## config.mk

```make
export PLATFORM = sky130hd
export DESIGN_NAME = mem_access
export DESIGN_NICKNAME = d
export VERILOG_FILES = /design/src/rtl/lsu_pkg.sv /design/src/rtl/lsu_format.sv /design/src/rtl/mem_access.sv
export SDC_FILE = /design/constraint.sdc
export NUM_CORES = 1
export LEC_CHECK = 0
export CAP_MARGIN = 20
export CORE_ASPECT_RATIO = 0.75
export CORE_MARGIN = 1
export CORE_UTILIZATION = 25
export CTS_CLUSTER_SIZE = 25
export DETAILED_ROUTE_END_ITERATION = 10
export PLACE_DENSITY = 0.54
export SLEW_MARGIN = 10
export SYNTH_ARGS = -nofsm -noshare
export SYNTH_HDL_FRONTEND = slang
export SYNTH_HIERARCHICAL = 1
export SYNTH_SLANG_ARGS = --single-unit
```

## constraint.sdc

```tcl
create_clock -name clk -period 4.78 [get_ports clk]
set_clock_uncertainty 0.15 [all_clocks]
set_input_delay 0.956 -clock clk [delete_from_list [all_inputs] [get_ports clk]]
set_output_delay 0.956 -clock clk [all_outputs]
set_load 0.02 [all_outputs]
```

## src/rtl/lsu_pkg.sv

```systemverilog
// Shared definitions for the RV32I load/store stage: funct3 encodings,
// FSM state type and the default bus timeout.
package lsu_pkg;

  localparam logic [2:0] F3_LB  = 3'b000;
  localparam logic [2:0] F3_LH  = 3'b001;
  localparam logic [2:0] F3_LW  = 3'b010;
  localparam logic [2:0] F3_LBU = 3'b100;
  localparam logic [2:0] F3_LHU = 3'b101;
  localparam logic [2:0] F3_SB  = 3'b000;
  localparam logic [2:0] F3_SH  = 3'b001;
  localparam logic [2:0] F3_SW  = 3'b010;

  localparam int unsigned DEFAULT_TIMEOUT_CYCLES = 255;

  typedef enum logic [1:0] {
    IDLE = 2'd0,
    REQ  = 2'd1,
    WAIT = 2'd2,
    DONE = 2'd3
  } lsu_state_t;

endpackage

```

## src/rtl/lsu_format.sv

```systemverilog
// Combinational data path of the load/store stage: access legality,
// store lane replication with byte enables, and load lane extraction.
module lsu_format
  import lsu_pkg::*;
(
  input  logic        we,
  input  logic [2:0]  funct3,
  input  logic [1:0]  addr_lo,
  input  logic [31:0] store_data,
  output logic [31:0] wdata,
  output logic [3:0]  mask,
  output logic        legal,
  input  logic [2:0]  ld_funct3,
  input  logic [1:0]  ld_addr_lo,
  input  logic [31:0] rdata,
  output logic [31:0] load_value
);

  logic [7:0]  byte_sel;
  logic [15:0] half_sel;

  always_comb begin
    legal = 1'b0;
    case (funct3)
      F3_LB:   legal = 1'b1;
      F3_LH:   legal = ~addr_lo[0];
      F3_LW:   legal = (addr_lo == 2'b00);
      F3_LBU:  legal = ~we;
      F3_LHU:  legal = ~we & ~addr_lo[0];
      default: legal = 1'b0;
    endcase
  end

  always_comb begin
    wdata = store_data;
    mask  = 4'b1111;
    if (we) begin
      case (funct3)
        F3_SB: begin
          wdata = {4{store_data[7:0]}};
          mask  = 4'b0001 << addr_lo;
        end
        F3_SH: begin
          wdata = {2{store_data[15:0]}};
          mask  = 4'b0011 << {addr_lo[1], 1'b0};
        end
        default: begin
          wdata = store_data;
          mask  = 4'b1111;
        end
      endcase
    end
  end

  // Lane selection uses the offset captured with the request, not the live address.
  always_comb begin
    byte_sel = rdata[{ld_addr_lo, 3'b000} +: 8];
    half_sel = ld_addr_lo[1] ? rdata[31:16] : rdata[15:0];
    case (ld_funct3)
      F3_LB:   load_value = {{24{byte_sel[7]}}, byte_sel};
      F3_LH:   load_value = {{16{half_sel[15]}}, half_sel};
      F3_LBU:  load_value = {24'h000000, byte_sel};
      F3_LHU:  load_value = {16'h0000, half_sel};
      default: load_value = rdata;
    endcase
  end

endmodule

```

## src/rtl/mem_access.sv

```systemverilog
// RV32I load/store stage: captures the access in IDLE, runs the data memory
// request/grant/response handshake with a timeout, and returns formatted loads.
module mem_access
  import lsu_pkg::*;
#(
  parameter int unsigned TIMEOUT_CYCLES = DEFAULT_TIMEOUT_CYCLES
) (
  input  logic        clk,
  input  logic        rst,
  input  logic        mem_en,
  input  logic        mem_we,
  input  logic [2:0]  funct3,
  input  logic [31:0] addr,
  input  logic [31:0] store_data,
  output logic [31:0] load_data,
  output logic        stall,
  output logic        align_err,
  output logic        bus_err,
  output logic        dmem_req,
  output logic        dmem_we,
  output logic [31:0] dmem_addr,
  output logic [31:0] dmem_wdata,
  output logic [3:0]  dmem_mask,
  input  logic        dmem_gnt,
  input  logic        dmem_rvalid,
  input  logic [31:0] dmem_rdata
);

  localparam int unsigned CNT_W = (TIMEOUT_CYCLES > 255) ? $clog2(TIMEOUT_CYCLES + 1) : 8;
  localparam logic [CNT_W-1:0] CNT_LIMIT = CNT_W'(TIMEOUT_CYCLES);

  lsu_state_t       state;
  logic [2:0]       f3_q;
  logic [1:0]       lo_q;
  logic [CNT_W-1:0] cnt;
  logic [CNT_W-1:0] cnt_inc;
  logic             timeout_hit;
  logic [31:0]      fmt_wdata;
  logic [3:0]       fmt_mask;
  logic             fmt_legal;
  logic [31:0]      fmt_load;

  lsu_format u_format (
    .we         (mem_we),
    .funct3     (funct3),
    .addr_lo    (addr[1:0]),
    .store_data (store_data),
    .wdata      (fmt_wdata),
    .mask       (fmt_mask),
    .legal      (fmt_legal),
    .ld_funct3  (f3_q),
    .ld_addr_lo (lo_q),
    .rdata      (dmem_rdata),
    .load_value (fmt_load)
  );

  assign cnt_inc     = cnt + CNT_W'(1);
  assign timeout_hit = (TIMEOUT_CYCLES != 0) && (cnt_inc == CNT_LIMIT);

  // Request is decoded from state so an asynchronous reset drops it at once.
  assign dmem_req = (state == REQ);
  assign stall    = mem_en & (state != DONE);

  always_ff @(posedge clk or posedge rst) begin
    if (rst) begin
      state      <= IDLE;
      dmem_we    <= 1'b0;
      dmem_addr  <= '0;
      dmem_wdata <= '0;
      dmem_mask  <= '0;
      f3_q       <= '0;
      lo_q       <= '0;
      cnt        <= '0;
      load_data  <= '0;
      align_err  <= 1'b0;
      bus_err    <= 1'b0;
    end else begin
      case (state)
        IDLE: begin
          if (mem_en) begin
            if (fmt_legal) begin
              dmem_addr  <= {addr[31:2], 2'b00};
              dmem_we    <= mem_we;
              dmem_wdata <= fmt_wdata;
              dmem_mask  <= fmt_mask;
              f3_q       <= funct3;
              lo_q       <= addr[1:0];
              cnt        <= '0;
              state      <= REQ;
            end else begin
              align_err <= 1'b1;
              state     <= DONE;
            end
          end
        end

        REQ: begin
          cnt <= cnt_inc;
          if (dmem_gnt) begin
            if (dmem_we) begin
              state <= DONE;
            end else if (dmem_rvalid) begin
              load_data <= fmt_load;
              state     <= DONE;
            end else begin
              state <= WAIT;
            end
          end else if (timeout_hit) begin
            bus_err   <= 1'b1;
            load_data <= '0;
            state     <= DONE;
          end
        end

        WAIT: begin
          cnt <= cnt_inc;
          if (dmem_rvalid) begin
            load_data <= fmt_load;
            state     <= DONE;
          end else if (timeout_hit) begin
            bus_err   <= 1'b1;
            load_data <= '0;
            state     <= DONE;
          end
        end

        DONE: begin
          align_err <= 1'b0;
          bus_err   <= 1'b0;
          state     <= IDLE;
        end

        default: state <= IDLE;
      endcase
    end
  end

endmodule

```

==> flow_summary.ini, run 1 <==
[clock_tree]
clkLatencyLatePin_ps = 420
cts_tree = yes
clkTransAtPathRegs_ps = 50
cts_setup_buffers = 0
cts-root-buf = clkbuf_16
cts_inserted_buffers = 17
htreeDepth = 4
cts_buffer_depth = 2
clock_sinks = 116
cts-resized-gates = 0
holdBufCountCts = 0

[layout]
nFillCells = 2499
nets = 891
syn2layout_area_growth_pct = 46.1
final_core_util_pct = 37.3
final_cells = 1131
drive_above_1_share_pct = 21.3
antenna_cells = 0
fin_area_sq_um = 9310

[placement]
port_buffers = 207
placedCellCount = 1099
gp_congestion = 0.757
place_area_sq_um = 8680
dp_hpwl_mm = 13.6

[setup_path]
crit_arrival_ps = 3780
cp_slowest_cell = o41ai_1
rrSetupSlack_ps = 1930
critPathMaxFanout = 24
cp_data_required_time_ps = 4960
critPathLaunchType = input port
cp_cell_sequence = clkdlybuf4s50_1, o41ai_1, nand3_4, a21boi_0, buf_4, nand2b_1, or2_2, o21ai_0
critPathKind = input port to register
cpPeakStageDelay_ps = 750
cp-end-kind = register

[synthesis]
syn_inst = 597
yosys.area.top_type = dfrtp_1
syn_area_per_cell_sq_um = 10.7
synth_top_area_share_pct = 45.6
synth.cell_area_sq_um = 6370
synth_edf_count = 0
synthFlopType = dfrtp_1
postSynth.asyncResetShare_pct = 100
synthDistinctLibCells = 54
ys_seq_area_share_pct = 45.6
synthTopCellsByArea = dfrtp_1 (46%), mux2_2 (16%), nand2_1 (5.4%)
ys_ff_latch = 116
synth_warnings = 6

[routing]
drtIter0Drc = 208
routed_wl_mm = 19.4
drt_pass1_iterations = 4
drcViolationCount = 0
vias = 5189
final_antenna_net_count = 0
via_per_inst = 4.59
wire_per_inst_microns = 17.2

[global_route]
grt_overflow_total = 0
grt_start_max_net_pins = 70
antenna_found_initial = 0
gr-usage-all-layers_pct = 15.4
grt_pass1_vias = 5269
grt_pass1_wl_mm = 31.3

[die]
dieArea_sq_um = 26100
start_util_pct = 25.5
fp-row-count = 50
ios = 210
fp.dieW_microns = 186
core_sq_um = 25000
die_h_microns = 140

[sta]
hold_violations = 0
slew_headroom_pct = 39.5
period_needed_ps = 3590
fin_tns_setup_ps = 0
worstMarginPinSlew_ps = 907
whs_ps = 351
finalSetupViolCount = 0
fmax_mhz = 278
fin_crit_sh_pct = 75.2
slew_violations = 0
grt_setup_unrepaired = no

[status]
status = complete, no violations

[pwr]
p_leak_nw = 3.88
max-vdd-ir-drop_uv = 324
power.density_nw_per_um2 = 683

[flow_run]
timing.max_cap.violations = 0

[min_path]
min_path_type = register to register
-- layout by cell type, fill, tap and decap left out, types with 17 or more instances in the layout --
cell,count
dfrtp_1,116
mux2i_1,24
nand2_1,91
clkbuf_16,17
o21ai_2,23
mux2_2,89
o21ai_0,24
inv_1,17
clkdlybuf4s50_1,207
a21oi_1,29
-- per-layer routing --
layer | global-route usage [%] | share of wire [%]
met1 | 22.0 | 50
met2 | 21.7 | 42
met3 | 5.44 | 7.3
met4 | 4.18 | 1.0
met5 | 0 | 0
-- through the flow --
step | power (mW) | setup WS (ps)
finish | 6.36 | 1190
global route | 6.78 | 971
CTS | 6.45 | 1170
detailed placement | 5.02 | 734
global placement | 4.99 | 848
floorplan | 3.68 | 602
-- critical path: cells and delay by family --
kind	cells	cell delay (ps)
compound gates	3	1160
simple gates	3	960
buf+inv	2	690
-- registers in the layout, summed over array words and instances, names as in the netlist --
signal and flops:
align_err 1, state 2, lo_q 2, dmem_mask 4, bus_err 1, load_data 32, dmem_addr 30, dmem_wdata 32
dmem_we 1, f3_q 3, cnt 8
-- final timing paths --
check,start,endpoint,depth (start not counted)
setup / recovery,addr[0],cnt[6]$_DFFE_PP0P_,8
hold / removal,dmem_addr[19]$_DFFE_PP0P_,dmem_addr[19]$_DFFE_PP0P_,1
setup reg to reg,lo_q[1]$_DFFE_PP0P_,load_data[24]$_DFFE_PP0P_,8
hold reg to reg,dmem_addr[19]$_DFFE_PP0P_,dmem_addr[19]$_DFFE_PP0P_,1
max in group asynchronous,rst,dmem_addr[27]$_DFFE_PP0P_,3
min in group asynchronous,rst,dmem_addr[16]$_DFFE_PP0P_,2
-- cell type report --
type,count,area [sq um],share of cell area [%]
clock inverter,9,150,1.61
tap,338,423,4.54
sequential,116,2900,31.2
clock buffer,23,478,5.13
inverter,18,70.1,0.753
multi-input combinational,411,3130,33.7
timing repair buffer,216,2150,23.1
-- logic make-up (layout without fill, tap and decap cells) --
group | Yosys count | count (layout) | share of synthesized area (%)
other | 1 | 2 | 0.0589
adder cells (fa/ha/maj) | 6 | 6 | 1.18
XOR/XNOR | 1 | 1 | 0.137
AO/OA/AOI/OAI | 139 | 139 | 16.4
AND/OR/NAND/NOR | 149 | 149 | 11.2
flip-flops | 116 | 116 | 45.6
buffers and inverters | 71 | 266 | 5.66
multiplexers | 114 | 114 | 19.9
-- cell usage after synthesis, types with 9 or more instances --
cell type  instances
dfrtp_1          116
nand2_1           91
mux2_2            89
clkbuf_1          31
a21oi_1           29
o21ai_0           25
mux2i_1           24
o21ai_2           22
inv_1             18
nor2_1            12
nor2b_1           12
a22o_1            10
buf_4             10
a221o_1            9
-- report_power, final --
part / internal [mW] / total, mW / switching [mW]
combinational: 1.54 / 3.20 / 1.65
clock: 0.912 / 1.38 / 0.468
sequential: 1.44 / 1.78 / 0.339
No activity file was read; power rests on OpenSTA's default activity.
==> inputs of run 2 (changes only) <==
Settings changed: PLACE_DENSITY 0.54 to 0.56.
Clock period 4.78 ns to 3.04 ns, I/O delays scaled along.
==> run 2 against run 1 <==
Wire length is 1.6% higher. Via count is 1.8% higher. Critical endpoint is now stall. Global-route usage is 0.18 points higher. Sequential power is 54% higher. First-iteration DRC count is 60% higher. Register-to-register slack worse by 1400 ps. Cell area is 2.4% higher. Worst hold slack worse by 1.3 ps. Core utilization is 0.88 points higher.
==> flow_summary.ini, run 2 (synthesized netlist as in run 1, its figures left out) <==
[layout]
antenna_cells = 0
nets = 904
drive_above_1_share_pct = 23.0
layout_commonest_cell = clkdlybuf4s50_1
regArea_sq_um = 2900
final_core_util_pct = 38.2
nFillCells = 2470
syn2layout_area_growth_pct = 49.6
layout_common_cells = clkdlybuf4s50_1 (207), dfrtp_1 (116), nand2_1 (91)
multiInputGateArea_sq_um = 3130
reg_top3 = dmem_wdata x32, load_data x32, dmem_addr x30

[pwr]
power.internal_mw = 6.46
p_clk_share_pct = 23.5
switching_share_pct = 37.7
p_leak_nw = 4.00
power_frac_comb_pct = 50.1
p_switching_mw = 3.91
seq_power_share_pct = 26.4
max-vdd-ir-drop_uv = 448
power.density_nw_per_um2 = 1090

[sta]
slew_headroom_pct = 52.5
fin_tns_setup_ps = 0
finalSetupViolCount = 0
grt_setup_unrepaired = no
fin_crit_sh_pct = 87.1
hold_violations = 0
worstMarginPinSlew_ps = 707
slew_violations = 0
fmax_mhz = 378
period_needed_ps = 2650

[global_route]
gr-usage-all-layers_pct = 15.6
grt_pass1_vias = 5378
grt_start_max_net_pins = 73
grt_overflow_total = 0
grt_pass1_wl_mm = 31.5
antenna_found_initial = 0

[setup_path]
cp_top_family = buffers and inverters
critical_path.startpoint = state[0]$_DFFE_PP0P_
cpPeakStageDelay_ps = 640
r2r_start = cnt[0]$_DFFE_PP0P_
cp-end-kind = output pin
rrSetupSlack_ps = 560
cp_slowest_cell = clkdlybuf4s50_1
cp_data_required_time_ps = 2280
cp_num_buf_inv = 1
critPathLaunchType = register
critPathMaxFanout = 5
critPathKind = register to output pin
cp_cell_sequence = ha_1, nor2b_1, clkdlybuf4s50_1
crit_arrival_ps = 1890

[min_path]
hp-start = dmem_wdata[29]$_DFFE_PP0P_
min_path_type = register to register

[clock_tree]
htreeDepth = 4
holdBufCountCts = 0
cts_inserted_buffers = 17
cts-root-buf = clkbuf_16
cts-resized-gates = 0
cts_setup_buffers = 0
cts_buffer_depth = 2
cts_tree = yes
clkTransAtPathRegs_ps = 60
clock_sinks = 116
clkLatencyLatePin_ps = 420

[die]
dieArea_sq_um = 26100
fp.dieW_microns = 186
fp-row-count = 50
die_h_microns = 140
core_sq_um = 25000
start_util_pct = 25.5
ios = 210

[routing]
vias = 5280
wire_per_inst_microns = 17.3
drcViolationCount = 0
drtIter0Drc = 332
routed_wl_mm = 19.7
via_per_inst = 4.62
drt_pass1_iterations = 4
final_antenna_net_count = 0

[placement]
gp_congestion = 0.783
dp_hpwl_mm = 13.8
port_buffers = 207

[flow_run]
timing.max_cap.violations = 0

[status]
status = complete, no violations
[run 2: metrics by stage]
stage | total power, mW | std cells | instance area, sq um | hold WS (ps) | setup slack [ps]
2_1_floorplan | 5.78 | 598 | 6380 | 328 | 335
3_3_place_gp | 7.93 | 1112 | 8820 | 336 | 248
3_5_place_dp | 7.98 | 1112 | 8820 | 341 | 222
4_1_cts | 10.5 | 1144 | 9530 | 340 | 350
5_1_grt | 11.0 | 1144 | 9530 | 366 | 316
6_report | 10.4 | 1144 | 9530 | 350 | 393
[run 2: final timing paths]
check                      cells past startpoint                         end
min reg2reg                                    1  dmem_wdata[29]$_DFFE_PP0P_
max reg2reg                                    5    load_data[7]$_DFFE_PP0P_
min in group asynchronous                      2   dmem_addr[25]$_DFFE_PP0P_
max in group asynchronous                      3   dmem_addr[14]$_DFFE_PP0P_
min                                            1  dmem_wdata[29]$_DFFE_PP0P_
max                                            3                       stall
[run 2: metal layers]
layer	vias up	GRT usage, %	wire [microns]
met3	21	4.81	1360
li1	2501	-	-
met5	-	0	0
met1	2586	21.9	9730
met4	0	5.44	281
met2	172	22.3	8370
[run 2: layout make-up]
cell class	instances	share of cell area, %
clock buffer	24	5.48
inverter	18	0.748
tap	338	4.44
timing repair buffer	229	24.0
sequential	116	30.5
multi-input combinational	411	32.9
clock inverter	8	2.00
[run 2: power groups by stage]
stage	combinational [mW]	clock [mW]	sequential [mW]
3_3_place_gp	5.19	0	2.74
2_1_floorplan	2.35	0	3.43
4_1_cts	5.24	2.51	2.75
5_1_grt	5.61	2.56	2.84
6_report	5.20	2.43	2.74
3_5_place_dp	5.22	0	2.76
[run 2: worst register-to-register path, stage by stage, from the launching register on]
cell,delay (ps)
dfrtp_1,420
ha_1,310
or4b_1,540
o311a_2,170
nor3_1,560
o21ai_0,190
